### config.mk
export PLATFORM = sky130hd
export DESIGN_NAME = transmission8_driver
export DESIGN_NICKNAME = d
export VERILOG_FILES = /design/src/rtl/transmission8_pkg.sv /design/src/rtl/transmission8_dwell_cnt.sv /design/src/rtl/transmission8_driver.sv
export SDC_FILE = /design/constraint.sdc
export NUM_CORES = 1
export LEC_CHECK = 0
export CAP_MARGIN = 40
export CELL_PAD_IN_SITES_DETAIL_PLACEMENT = 0
export CELL_PAD_IN_SITES_GLOBAL_PLACEMENT = 1
export CORE_ASPECT_RATIO = 1.4
export CORE_MARGIN = 4
export CORE_UTILIZATION = 25
export CTS_CLUSTER_DIAMETER = 30
export CTS_CLUSTER_SIZE = 40
export DETAILED_ROUTE_END_ITERATION = 7
export GPL_TIMING_DRIVEN = 0
export PLACE_DENSITY = 0.61
export SETUP_SLACK_MARGIN = 0.1
export SLEW_MARGIN = 20
export SYNTH_ARGS = -nofsm -noshare
export SYNTH_HDL_FRONTEND = slang
export SYNTH_SLANG_ARGS = --single-unit
### constraint.sdc
create_clock -name iClk -period 2.35 [get_ports iClk]
set_input_delay 0.235 -clock iClk [delete_from_list [all_inputs] [get_ports iClk]]
set_output_delay 0.235 -clock iClk [all_outputs]
set_load 0.02 [all_outputs]
### src/rtl/transmission8_pkg.sv
// Shared types and constants for the transmission8 driver: FSM state encoding,
// control-code constants and the default data width.
package transmission8_pkg;

  typedef enum logic [1:0] {
    StIdle   = 2'd0,
    StSetup  = 2'd1,
    StActive = 2'd2,
    StHold   = 2'd3
  } state_e;

  localparam logic [2:0] CODE_NONE = 3'b000;
  localparam logic [2:0] CODE_ALL  = 3'b111;

  localparam int unsigned DATA_W_DEF = 8;

endpackage

### src/rtl/transmission8_dwell_cnt.sv
// Up-counter with synchronous clear (priority over enable) and a terminal-count flag
// that is high while the count equals Max.
module transmission8_dwell_cnt #(
  parameter int unsigned Width = 8,
  parameter int unsigned Max   = 3
) (
  input  logic             clk_i,
  input  logic             rst_i,
  input  logic             clr_i,
  input  logic             en_i,
  output logic [Width-1:0] cnt_o,
  output logic             tc_o
);

  logic [Width-1:0] cnt_d, cnt_q;

  always_comb begin
    cnt_d = cnt_q;
    if (clr_i) begin
      cnt_d = '0;
    end else if (en_i) begin
      cnt_d = cnt_q + 1'b1;
    end
  end

  always_ff @(posedge clk_i or posedge rst_i) begin
    if (rst_i) begin
      cnt_q <= '0;
    end else begin
      cnt_q <= cnt_d;
    end
  end

  assign cnt_o = cnt_q;
  assign tc_o  = (cnt_q == Width'(Max));

endmodule

### src/rtl/transmission8_driver.sv
// Setup/active/hold sequencer for the 8-bit transmission stage with return capture.
// Define TRANSMISSION8_DRIVER_SWEEP_EN to step through all eight codes in ACTIVE.
module transmission8_driver
  import transmission8_pkg::*;
#(
  parameter int unsigned DATA_W = DATA_W_DEF,
  parameter int unsigned DWELL  = 4,
  parameter int unsigned CNT_W  = 8
) (
  input  logic              iClk,
  input  logic              iRst,
  input  logic              iValid,
  output logic              oReady,
  input  logic [DATA_W-1:0] iByte,
  input  logic [2:0]        iCode,
  output logic [DATA_W-1:0] oData,
  output logic              oA,
  output logic              oB,
  output logic              oC,
  input  logic [DATA_W-1:0] iRet,
  output logic [DATA_W-1:0] oCapt,
  output logic              oDone
);

  state_e            state_d, state_q;
  logic [DATA_W-1:0] data_d, data_q;
  logic [DATA_W-1:0] capt_d, capt_q;
  logic [2:0]        abc_d, abc_q;
  logic              done_d, done_q;

  logic              cnt_clr, cnt_en, dwell_tc;
  logic [CNT_W-1:0]  dwell_cnt;
  logic              unused_dwell_cnt;

  assign unused_dwell_cnt = ^dwell_cnt;

  transmission8_dwell_cnt #(
    .Width (CNT_W),
    .Max   (DWELL - 1)
  ) u_dwell_cnt (
    .clk_i (iClk),
    .rst_i (iRst),
    .clr_i (cnt_clr),
    .en_i  (cnt_en),
    .cnt_o (dwell_cnt),
    .tc_o  (dwell_tc)
  );

`ifdef TRANSMISSION8_DRIVER_SWEEP_EN
  logic       idx_clr, idx_en, idx_tc;
  logic [2:0] idx_cnt;
  logic       unused_code;

  assign unused_code = ^iCode;

  // Sweep index doubles as the control code driven in the current sub-window.
  transmission8_dwell_cnt #(
    .Width (3),
    .Max   (int'(CODE_ALL))
  ) u_idx_cnt (
    .clk_i (iClk),
    .rst_i (iRst),
    .clr_i (idx_clr),
    .en_i  (idx_en),
    .cnt_o (idx_cnt),
    .tc_o  (idx_tc)
  );
`else
  logic [2:0] code_d, code_q;
`endif

  always_comb begin
    state_d = state_q;
    data_d  = data_q;
    capt_d  = capt_q;
    abc_d   = abc_q;
    done_d  = 1'b0;
    cnt_clr = 1'b0;
    cnt_en  = 1'b0;
`ifdef TRANSMISSION8_DRIVER_SWEEP_EN
    idx_clr = 1'b0;
    idx_en  = 1'b0;
`else
    code_d  = code_q;
`endif
    unique case (state_q)
      StIdle: begin
        cnt_clr = 1'b1;
`ifdef TRANSMISSION8_DRIVER_SWEEP_EN
        idx_clr = 1'b1;
`endif
        if (iValid) begin
          data_d  = iByte;
`ifndef TRANSMISSION8_DRIVER_SWEEP_EN
          code_d  = iCode;
`endif
          abc_d   = CODE_NONE;
          state_d = StSetup;
        end
      end
      StSetup: begin
        cnt_clr = 1'b1;
`ifdef TRANSMISSION8_DRIVER_SWEEP_EN
        abc_d   = CODE_NONE;
`else
        abc_d   = code_q;
`endif
        state_d = StActive;
      end
      StActive: begin
        cnt_en = 1'b1;
        if (dwell_tc) begin
          // Capture at the edge that closes the (sub-)window while iRet reflects it.
          capt_d  = iRet;
          done_d  = 1'b1;
          cnt_clr = 1'b1;
`ifdef TRANSMISSION8_DRIVER_SWEEP_EN
          if (idx_tc) begin
            abc_d   = CODE_NONE;
            state_d = StHold;
          end else begin
            idx_en = 1'b1;
            abc_d  = idx_cnt + 3'd1;
          end
`else
          abc_d   = CODE_NONE;
          state_d = StHold;
`endif
        end
      end
      StHold: begin
        state_d = StIdle;
      end
      default: begin
        state_d = StIdle;
      end
    endcase
  end

  always_ff @(posedge iClk or posedge iRst) begin
    if (iRst) begin
      state_q <= StIdle;
      data_q  <= '0;
      capt_q  <= '0;
      abc_q   <= CODE_NONE;
      done_q  <= 1'b0;
`ifndef TRANSMISSION8_DRIVER_SWEEP_EN
      code_q  <= CODE_NONE;
`endif
    end else begin
      state_q <= state_d;
      data_q  <= data_d;
      capt_q  <= capt_d;
      abc_q   <= abc_d;
      done_q  <= done_d;
`ifndef TRANSMISSION8_DRIVER_SWEEP_EN
      code_q  <= code_d;
`endif
    end
  end

  assign oReady         = (state_q == StIdle);
  assign oData          = data_q;
  assign {oA, oB, oC}   = abc_q;
  assign oCapt          = capt_q;
  assign oDone          = done_q;

endmodule
# After elaboration in Yosys (flattened, before gate mapping)
# Cells that the tools add are included.
# totals
out_inout_bits,21
regBits,33
in_bits,22
wordCells,34
# op_classes
addsub,1
n_mux,12
n_reduce_logical,8
eq_ne,6
# ops
cell,count
$mux W8,2
$pmux W3 S3,1
$add A8 B1 Y8 const B,1
$eq A8 B2 Y1 const B,1
$pmux W2 S4,1
$mux W3,2
$reduce_and A2 Y1,3
$eq A2 B2 Y1 const B,2
$mux W2,2
$ne A2 B2 Y1 const B,2
$mux W1,3
$reduce_and A3 Y1,1
$reduce_bool A3 Y1,1
$eq A2 B1 Y1 const B,1
$logic_not A2 Y1,1
$pmux W1 S2,1
$reduce_bool A2 Y1,1
$reduce_or A2 Y1,1

# Longest topological paths before layout
# Gate-level depths: netlist (run 1).
# logic_depth
depth_word,4
depth_mapped,6
ltp_nobuf,5

# Modules after synthesis
# Synthesis (run 1) repeated with hierarchy kept, for this count alone.
# hier_totals
cells_unflattened,115
area_unflattened_um2,1500.2
# by_module_without_submodules
module,n_inst,area_per_inst_um2,cells_each
transmission8_driver,1,1083.5,73
transmission8_dwell_cnt,1,416.6,42

# Worst setup path after synthesis (run 1)
# OpenSTA, ideal clock, no wires.
# synth_path
path_type,register to register
startpoint,reg state_q[0]
endpoint,reg code_q[0]
required_ns,2.225
setup_ns,0.125
path_buffers,1
slack_ns,0.642
synth_period_minus_slack_ns,1.708
arrival_ns,1.583
stages_incl_launch_ff,6
path_cell_list,dfrtp_1 -> inv_1 -> ha_1 -> nand2_1 -> clkbuf_1 -> mux2_2
# synth_between
elab_chain_len,2
# synth_rtl
item,line_no,source
from (decl),transmission8_driver.sv:25,"state_e state_d, state_q;"
from (signal assigned),transmission8_driver.sv:142,state_q <= StIdle;
from (signal assigned),transmission8_driver.sv:151,state_q <= state_d;
$logic_not A2 Y1,-,
net oReady,transmission8_driver.sv:13,"output logic oReady,"
$reduce_and A2 Y1 (no source line),-,
to (signal assigned),transmission8_driver.sv:157,code_q <= code_d;
to (decl),transmission8_driver.sv:69,"logic [2:0] code_d, code_q;"
# The timed path passes the listed nets, and every way through them passes these cells.
# A chain may end at the register's enable or synchronous reset.

# Final worst setup path (run 1)
# layout_path
startpoint,reg state_q[0]
endpoint,out oReady
# layout_between
elab_chain_len,1
# layout_rtl
item,line_no,source
$logic_not A2 Y1,transmission8_driver.sv:162,assign oReady = (state_q == StIdle);
to (decl),transmission8_driver.sv:13,
# Every way passes these cells.

==> impl_metrics.tcl, run 1 <==
set metrics [dict create \
    status "complete, no violations" \
    final.period_utilization_pct 85.8 \
    cts_sinks 33 \
    reg2regPathDepth 5 \
    syn_avg_cell_area_um2 13.3 \
    place_area_mm2 0.00196 \
    p_leak_nw 0.866 \
    crit_arrival_ps 1780 \
    cts-resized-gates 0 \
    ys_seq_area_share_pct 56.9 \
    synth_top_family_by_area "multiplexers" \
    muxShareOfSynthArea_pct 16.2 \
    synth_nets 137 \
    grt_use_total_pct 9.94 \
    rrSetupSlack_ps 450 \
    synth_compound_area_share_pct 5.95 \
    ir_drop_uv 585 \
    min-delay-path-class "input pin to async pin" \
    post_cts_buffers 0 \
    worst-path-max-fanout 6 \
    core_mm2 0.00557 \
    dp_hpwl_mm 2.48 \
    vias 998 \
    setup_tns_ps 0 \
    fin_skew_ps 9.89 \
    routed_wl_mm 3.24 \
    hold_buffers 0 \
    grt_pass1_wl_mm 5.44 \
    worstMarginPinSlew_ps 691 \
    drtIter0Drc 10 \
    drc 0 \
    synthXorXnorAreaFrac_pct 3.62 \
    row_count 32 \
    drt_first_pass_iters 4 \
    rsz0062_at_grt "no" \
    clk_pin_slew_ps 70 \
    critPathRequiredTime_ps 2120 \
    grt_remaining_overflow 0 \
    cts_inserted_buffers 5 \
    layout.nets 186 \
    cts_tree "yes" \
    clockBufferDepth 2 \
    synth-seq-cells 33 \
    antenna_left 0 \
    startpoint_type "flip-flop" \
    htreeDepth 2 \
    initial_utilization_pct 26.1 \
    finalInstanceArea_mm2 0.00204 \
    gp_congestion 0.762 \
    post-route-util_pct 36.7 \
    worst_setup_path_end_kind "primary output" \
    area_growth_pct 40.8 \
    slowest_stage "clkdlybuf4s50_1" \
    grt_max_degree 34 \
    crit_chain "inv_1 -> ha_1 -> clkdlybuf4s50_1" \
    timing.rr.start "state_q[0]$_DFFE_PP0P_" \
    maxClockFrequency_ghz 0.496 \
    cap_violations 0 \
    wl_per_cell_um 14.3 \
    synthAdderAreaFrac_pct 5.17 \
    drive_above_1_share_pct 22.6 \
    maxSlewViolCount 0 \
    io_buffers 42 \
    max_stage_delay_ps 660 \
    finalSetupViolations 0 \
    synth-simple-area-share_pct 10.1 \
    routed_via_density 4.40 \
    post_synth_num_cell_types 26 \
    fin_crit_ps 2020 \
    fp.dieH_um 98.2 \
    fp.dieArea_mm2 0.00711 \
    grt_antenna_before_repair 0 \
    ios 43 \
    total_power_mw 2.64 \
    r2r_end "code_q[1]$_DFFE_PP0P_" \
    die_w_um 72.4 \
    hold-worst-slack_ps 376 \
    syn-cell-area_mm2 0.00145 \
    fill_cells 528 \
    p_per_area_mw_per_mm2 1290 \
    path_class "flip-flop to primary output" \
    hold_violations 0 \
    diodes 0 \
    root_buffer "clkbuf_8" \
    synth_cells 109 \
    worst_skew_pair.late_latency_ps 280 \
    grt_pass1_vias 1185 \
    maxSlewHeadroom_pct 53.9 \
    ys_warn_count 0 \
]
## worst max path at each step
stage                            from               endpoint  slack, ps  depth (start not counted)
2_1_floorplan  state_q[0]$_DFFE_PP0P_  code_q[0]$_DFFE_PP0P_        640                          5
3_3_place_gp   state_q[0]$_DFFE_PP0P_   oData[3]$_DFFE_PP0P_        530                          5
3_5_place_dp   state_q[0]$_DFFE_PP0P_   oData[4]$_DFFE_PP0P_        430                          5
4_1_cts        state_q[0]$_DFFE_PP0P_                 oReady        310                          3
5_1_grt        state_q[1]$_DFFE_PP0P_                 oReady        230                          3
6_report       state_q[0]$_DFFE_PP0P_                 oReady        330                          3
## routing by layer
layer | vias to the layer above | global-route usage [%] | part of all wire (%)
li1 | 472 | - | -
met3 | 7 | 3.40 | 5.6
met2 | 33 | 18.0 | 56
met5 | - | 0 | 0
met4 | 0 | 5.26 | 2.0
met1 | 486 | 9.64 | 37
## cell type report
type / count / area (um2) / area share (%)
clock buffers: 5 / 68.8 / 3.37
inverters: 4 / 15.0 / 0.735
flip-flops and latches: 33 / 826 / 40.4
plain buffers: 2 / 15.0 / 0.735
well taps: 68 / 85.1 / 4.16
repair buffers: 42 / 420 / 20.6
multi-input cells: 70 / 596 / 29.1
clock inverters: 3 / 17.5 / 0.857
## layout by cell type, fill, tap and decap left out
cell             count
nor3_1               2
clkbuf_1             1
a211oi_4             1
nand4b_1             1
nor2_1              11
clkinv_2             2
nand4_2              1
a211o_1              1
or2_2                1
nand3_1              3
and2b_2              1
o21ai_0              1
mux2_2              20
buf_6                1
inv_2                1
a32o_1               3
xor2_1               2
a21oi_1              1
xnor2_1              4
dfrtp_1             33
a21oi_2              1
ha_1                 6
clkdlybuf4s50_1     42
nand2_1              5
nor2b_1              2
mux2i_1              1
nor4_2               1
clkbuf_8             5
clkinvlp_4           1
inv_1                3
o22a_1               1
## cells by family after synthesis
kind of cell | after synthesis
compound gates | 9
xor+xnor | 6
fa+ha+maj | 6
buf+inv | 6
flops | 33
mux | 21
simple gates | 28
## critical path, delay by kind of cell (launching register included)
| family | cells | cell delay, ps |
|---|---|---|
| buffers and inverters | 2 | 770 |
| flip-flops | 1 | 430 |
| adder cells (fa/ha/maj) | 1 | 300 |
## sequential cells by signal (all words and copies together) (netlist names)
| signal | cells |
|---|---|
| oDone | 1 |
| state_q | 2 |
| u_dwell_cnt.cnt_o | 8 |
| code_q | 3 |
| oData | 8 |
| oCapt | 8 |
| abc_q | 3 |
## cells in the mapped netlist
library cell  number  share of area, %
nand3_1            3               1.0
a21oi_1            1              0.34
dfrtp_1           33                57
ha_1               6               5.2
or2_2              1              0.43
mux2i_1            1              0.69
a211oi_4           1               1.4
a32o_1             3               2.1
xnor2_1            4               2.4
nand2_1            5               1.3
nor4_2             1              0.86
o21ai_0            1              0.34
clkbuf_1           1              0.26
a211o_1            1              0.60
mux2_2            20                16
buf_6              1              0.78
nor3_1             2              0.69
a21oi_2            1              0.60
nand4b_1           1              0.60
inv_1              4               1.0
nor2_1            11               2.8
nor2b_1            2              0.86
o22a_1             1              0.60
xor2_1             2               1.2
nand4_2            1              0.86
and2b_2            1              0.60
## power by group
group / leakage, nW / total, mW / switching [mW] / internal [mW]
Clock: 0.0439 / 0.413 / 0.209 / 0.204
Combinational: 0.413 / 1.28 / 0.619 / 0.661
Sequential: 0.409 / 0.952 / 0.152 / 0.800
## stage by stage
stage / cells / worst slack (ps)
finish: 227 / 333
global route: 227 / 231
CTS: 227 / 309
detailed placement: 219 / 434
global placement: 219 / 529
floorplan: 109 / 642
(Power assumes the default switching activity.)
==> inputs of run 2 (changes only) <==
--- a/config.mk
+++ b/config.mk
@@ -5,6 +5,7 @@
 export SDC_FILE = /design/constraint.sdc
 export NUM_CORES = 1
 export LEC_CHECK = 0
+export ABC_AREA = 1
 export CAP_MARGIN = 40
 export CELL_PAD_IN_SITES_DETAIL_PLACEMENT = 0
 export CELL_PAD_IN_SITES_GLOBAL_PLACEMENT = 1
@@ -15,7 +16,7 @@
 export CTS_CLUSTER_SIZE = 40
 export DETAILED_ROUTE_END_ITERATION = 7
 export GPL_TIMING_DRIVEN = 0
-export PLACE_DENSITY = 0.61
+export PLACE_DENSITY = 0.63
 export SETUP_SLACK_MARGIN = 0.1
 export SLEW_MARGIN = 20
 export SYNTH_ARGS = -nofsm -noshare
==> impl_metrics.tcl, run 2 <==
set metrics [dict create \
    status "complete, no violations" \
    synth-seq-cells 33 \
    vias 1224 \
    fin_skew_ps 5.23 \
    grt_antenna_before_repair 0 \
    crit_buf_inv 2 \
    syn-cell-area_mm2 0.00158 \
    p_leak_nw 1.11 \
    final_common_cell "nand2_1" \
    min-delay-path-class "input pin to async pin" \
    synth_top_area_share_pct 52.2 \
    row_count 34 \
    htreeDepth 2 \
    core_mm2 0.00617 \
    grt_pass1_vias 1259 \
    ys_warn_count 0 \
    hold_buffers 0 \
    drt_first_pass_iters 4 \
    cp_top_family "buffers and inverters" \
    fin_crit_ps 1980 \
    wl_per_cell_um 11.1 \
    ios 43 \
    cts_tree "yes" \
    grt_remaining_overflow 0 \
    maxSlewViolCount 0 \
    worst-path-max-fanout 5 \
    worstMarginPinSlew_ps 697 \
    maxSlewHeadroom_pct 53.5 \
    p_per_area_mw_per_mm2 1240 \
    gp_congestion 0.789 \
    synth_edf_count 0 \
    grt_max_degree 34 \
    drive_above_1_share_pct 14.9 \
    startpoint_type "flip-flop" \
    slowest_stage "clkdlybuf4s50_1" \
    hold_violations 0 \
    cap_violations 0 \
    routed_via_density 4.16 \
    synth_common_cells "nand2_1, dfrtp_1, inv_1" \
    max_stage_delay_ps 670 \
    muxShareOfSynthArea_pct 7.83 \
    die_w_um 75.2 \
    fp.dieH_um 102 \
    area_growth_pct 37.7 \
    rsz0062_at_grt "no" \
    path_class "flip-flop to primary output" \
    drtIter0Drc 26 \
    drc 0 \
    io_buffers 42 \
    final.period_utilization_pct 84.4 \
    synthAdderAreaFrac_pct 4.74 \
    layout.nets 250 \
    async_reset_ff_share_pct 100 \
    dp_hpwl_mm 2.43 \
    synth_area_leader_cell "dfrtp_1" \
    synthTopCellsByArea "dfrtp_1, nand2_1, mux2_2, inv_1, ha_1" \
    synth_cells 173 \
    worst_setup_path_end_kind "primary output" \
    fill_cells 657 \
    root_buffer "clkbuf_8" \
    synth_nets 201 \
    total_power_mw 2.71 \
    post_synth_num_cell_types 20 \
    antenna_left 0 \
    synth_compound_area_share_pct 0.949 \
    fp.dieArea_mm2 0.00769 \
    post_cts_buffers 0 \
    ys_seq_area_share_pct 52.2 \
    synthXorXnorAreaFrac_pct 1.66 \
    diodes 0 \
    cts-resized-gates 0 \
    grt_use_total_pct 9.67 \
    cts_sinks 33 \
    cts_inserted_buffers 5 \
    routed_wl_mm 3.26 \
    clk_pin_slew_ps 70 \
    final_cell_mix "nand2_1, clkdlybuf4s50_1, dfrtp_1" \
    synth-simple-area-share_pct 25.7 \
    multiInputGateArea_um2 647 \
    critPathRequiredTime_ps 2120 \
    clockBufferDepth 2 \
    worst_skew_pair.late_latency_ps 280 \
    ir_drop_uv 483 \
    crit_chain "inv_1 -> ha_1 -> clkdlybuf4s50_1" \
    crit_arrival_ps 1750 \
    finalSetupViolations 0 \
    grt_pass1_wl_mm 5.69 \
    syn_avg_cell_area_um2 9.15 \
    initial_utilization_pct 25.7 \
    register_area_um2 826 \
    maxClockFrequency_ghz 0.504 \
    synth_most_common_cell "nand2_1" \
    setup_tns_ps 0 \
    synth_ff_type "dfrtp_1" \
    synth_top_family_by_area "simple AND/OR/NAND/NOR gates" \
]
[run 2: final cells by class]
| type | count | area share (%) |
|---|---|---|
| flip-flops and latches | 33 | 37.9 |
| multi-input cells | 111 | 29.7 |
| repair buffers | 42 | 19.3 |
| inverters | 28 | 4.82 |
| well taps | 72 | 4.13 |
| clock buffers | 7 | 3.96 |
| plain buffers | 1 | 0.230 |
[run 2: metal layers]
metal  vias to the layer above  wire length [um]  global-route usage (%)
met5                         -                 0                       0
met1                       569              1420                    11.5
met2                        24              1590                    15.6
li1                        626                 -                       -
met3                         5               199                    3.64
met4                         0                44                    4.04
[run 2: cell families (layout without fill, tap and decap cells)]
logic type	after synthesis	count (layout)
AND/OR/NAND/NOR	88	88
flip-flops	33	33
buffers and inverters	29	78
multiplexers	11	11
adder cells (fa/ha/maj)	6	6
AO/OA/AOI/OAI	3	3
XOR/XNOR	3	3
[run 2: final timing paths]
kind                       cells past startpoint                   start               endpoint  slack (ps)
setup / recovery                               3  state_q[0]$_DFFE_PP0P_                 oReady         370
hold / removal                                 2                    iRst  code_q[1]$_DFFE_PP0P_         390
setup reg to reg                               5  state_q[0]$_DFFE_PP0P_   oData[0]$_DFFE_PP0P_         750
hold reg to reg                                2    abc_q[2]$_DFFE_PP0P_   abc_q[2]$_DFFE_PP0P_         480
max in group asynchronous                      2                    iRst   oCapt[3]$_DFFE_PP0P_        1520
min in group iClk                              2    abc_q[2]$_DFFE_PP0P_   abc_q[2]$_DFFE_PP0P_         480
[run 2: power breakdown]
| part | total [mW] | internal, mW | switching (mW) | leakage, nW |
|---|---|---|---|---|
| clock network | 0.426 | 0.232 | 0.194 | 0.0443 |
| logic | 1.33 | 0.622 | 0.709 | 0.658 |
| registers | 0.953 | 0.806 | 0.146 | 0.412 |
[run 2: metrics by stage]
| step | instance area [um2] | setup WS (ps) | cells | util, % | hold WS, ps |
|---|---|---|---|---|---|
| after floorplan | 1580 | 817 | 173 | - | 345 |
| after global placement | 2090 | 499 | 287 | 33.9 | 462 |
| after detailed placement | 2090 | 671 | 287 | 33.9 | 470 |
| after CTS | 2180 | 351 | 294 | 35.3 | 417 |
| after global routing | 2180 | 284 | 294 | 35.3 | 471 |
| final | 2180 | 368 | 294 | 35.3 | 386 |
==> inputs of run 3 (changes only) <==
--- a/config.mk
+++ b/config.mk
@@ -16,7 +16,7 @@
 export CTS_CLUSTER_SIZE = 40
 export DETAILED_ROUTE_END_ITERATION = 7
 export GPL_TIMING_DRIVEN = 0
-export PLACE_DENSITY = 0.63
+export PLACE_DENSITY = 0.65
 export SETUP_SLACK_MARGIN = 0.1
 export SLEW_MARGIN = 20
 export SYNTH_ARGS = -nofsm -noshare
==> constraint.sdc (replaced) <==
create_clock -name iClk -period 1.8 [get_ports iClk]
set_input_delay 0.18 -clock iClk [delete_from_list [all_inputs] [get_ports iClk]]
set_output_delay 0.18 -clock iClk [all_outputs]
set_load 0.02 [all_outputs]
==> impl_metrics.tcl, run 3 (synthesis results as in run 2) <==
set metrics [dict create \
    status "complete, no violations" \
    placed_cells 287 \
    io_buffers 42 \
    gp_congestion 0.775 \
    hold_buffers 0 \
    fp.dieArea_mm2 0.00769 \
    grt_max_degree 34 \
    htreeDepth 2 \
    cp_top_family "buffers and inverters" \
    layout.nets 250 \
    worst_setup_path_end_kind "primary output" \
    min-delay-path-class "input pin to async pin" \
    drive_above_1_share_pct 15.7 \
    worstMarginPinSlew_ps 689 \
    crit_buf_inv 2 \
    crit_chain "inv_1 -> ha_1 -> clkdlybuf4s15_1" \
    routed_wl_mm 3.19 \
    cts-resized-gates 1 \
    ios 43 \
    max_stage_delay_ps 420 \
    finalNonFillerCells 295 \
    die_w_um 75.2 \
    diodes 0 \
    drtIter0Drc 14 \
    final_common_cell "nand2_1" \
    p_leak_nw 1.13 \
    clockBufferDepth 2 \
    clk_pin_slew_ps 70 \
    post_cts_buffers 0 \
    final_cell_mix "nand2_1, clkdlybuf4s50_1, dfrtp_1" \
    core_mm2 0.00617 \
    dp_hpwl_mm 2.41 \
    critPathRequiredTime_ps 1620 \
    finalSetupViolations 0 \
    grt_pass1_wl_mm 5.36 \
    path_class "flip-flop to primary output" \
    worst_skew_pair.late_latency_ps 280 \
    drt_first_pass_iters 4 \
    fin_skew_ps 5.87 \
    initial_utilization_pct 25.7 \
    slowest_stage "dfrtp_1" \
    p_per_area_mw_per_mm2 1670 \
    worst-path-max-fanout 5 \
    antenna_left 0 \
    cts_inserted_buffers 5 \
    final.period_utilization_pct 90.2 \
    grt_antenna_before_repair 0 \
    grt_remaining_overflow 0 \
    row_count 34 \
    rsz0062_at_grt "no" \
    cts_tree "yes" \
    hold_violations 0 \
    routed_via_density 4.11 \
    area_growth_pct 40.0 \
    cap_violations 0 \
    maxSlewHeadroom_pct 54.0 \
    root_buffer "clkbuf_8" \
    setup_tns_ps 0 \
    maxSlewViolCount 0 \
    startpoint_type "flip-flop" \
    fin_crit_ps 1620 \
    vias 1212 \
    maxClockFrequency_ghz 0.616 \
    drc 0 \
    crit_arrival_ps 1440 \
    ir_drop_uv 736 \
    grt_use_total_pct 9.25 \
    grt_pass1_vias 1220 \
    fp.dieH_um 102 \
    wl_per_cell_um 10.8 \
    cts_sinks 33 \
]
## run 3: changes by cell type in the layout (fill, tap and decap cells not counted)
cell             delta
buf_2               -1
clkbuf_1            -1
clkdlybuf4s15_1     +1
bufinv_16           +1
clkbuf_4            +1
clkinvlp_4          +1
clkdlybuf4s50_1     -1
## run 3: layout make-up
cell class,instances,area [um2]
clock inverters,2,37.5
fillers,631,3950
clock buffers,6,82.6
multi-input cells,111,647
repair buffers,42,420
flip-flops and latches,33,826
well taps,72,90.1
plain buffers,1,7.51
inverters,28,105
## run 3: final timing paths
kind,startpoint,endpoint,slack [ps],depth (start not counted)
worst max-delay path,state_q[0]$_DFFE_PP0P_,oReady,180,3
worst min-delay path,iRst,oData[6]$_DFFE_PP0P_,320,2
worst max register to register,state_q[0]$_DFFE_PP0P_,code_q[1]$_DFFE_PP0P_,230,5
worst min register to register,abc_q[1]$_DFFE_PP0P_,abc_q[1]$_DFFE_PP0P_,470,2
max in group asynchronous,iRst,abc_q[2]$_DFFE_PP0P_,1040,2
min in group iClk,iRet[6],oCapt[6]$_DFFE_PP0P_,430,3
## run 3: per-layer routing
layer / vias to the layer above / wire length, um / track usage [%]
li1: 625 / - / -
met1: 555 / 1430 / 11.0
met2: 27 / 1510 / 14.6
met3: 5 / 179 / 3.35
met4: 0 / 70 / 4.44
met5: - / 0 / 0
## run 3: metrics by stage
stage               util [%]  hold slack, ps  power [mW]  cell area (um2)  worst slack, ps
finish                  35.9             319        3.71             2220              176
global route            35.9             392        4.00             2220              108
CTS                     35.9             352        3.77             2210              132
detailed placement      33.9             462        3.03             2090              171
global placement        33.9             461        3.02             2090             9.66
floorplan                  -             290        2.32             1580              267
## run 3: power by group
group	leakage (nW)	switching [mW]	internal, mW
registers	0.412	0.193	1.05
logic	0.661	0.922	0.809
clock network	0.0574	0.283	0.450
total	1.13	1.40	2.31
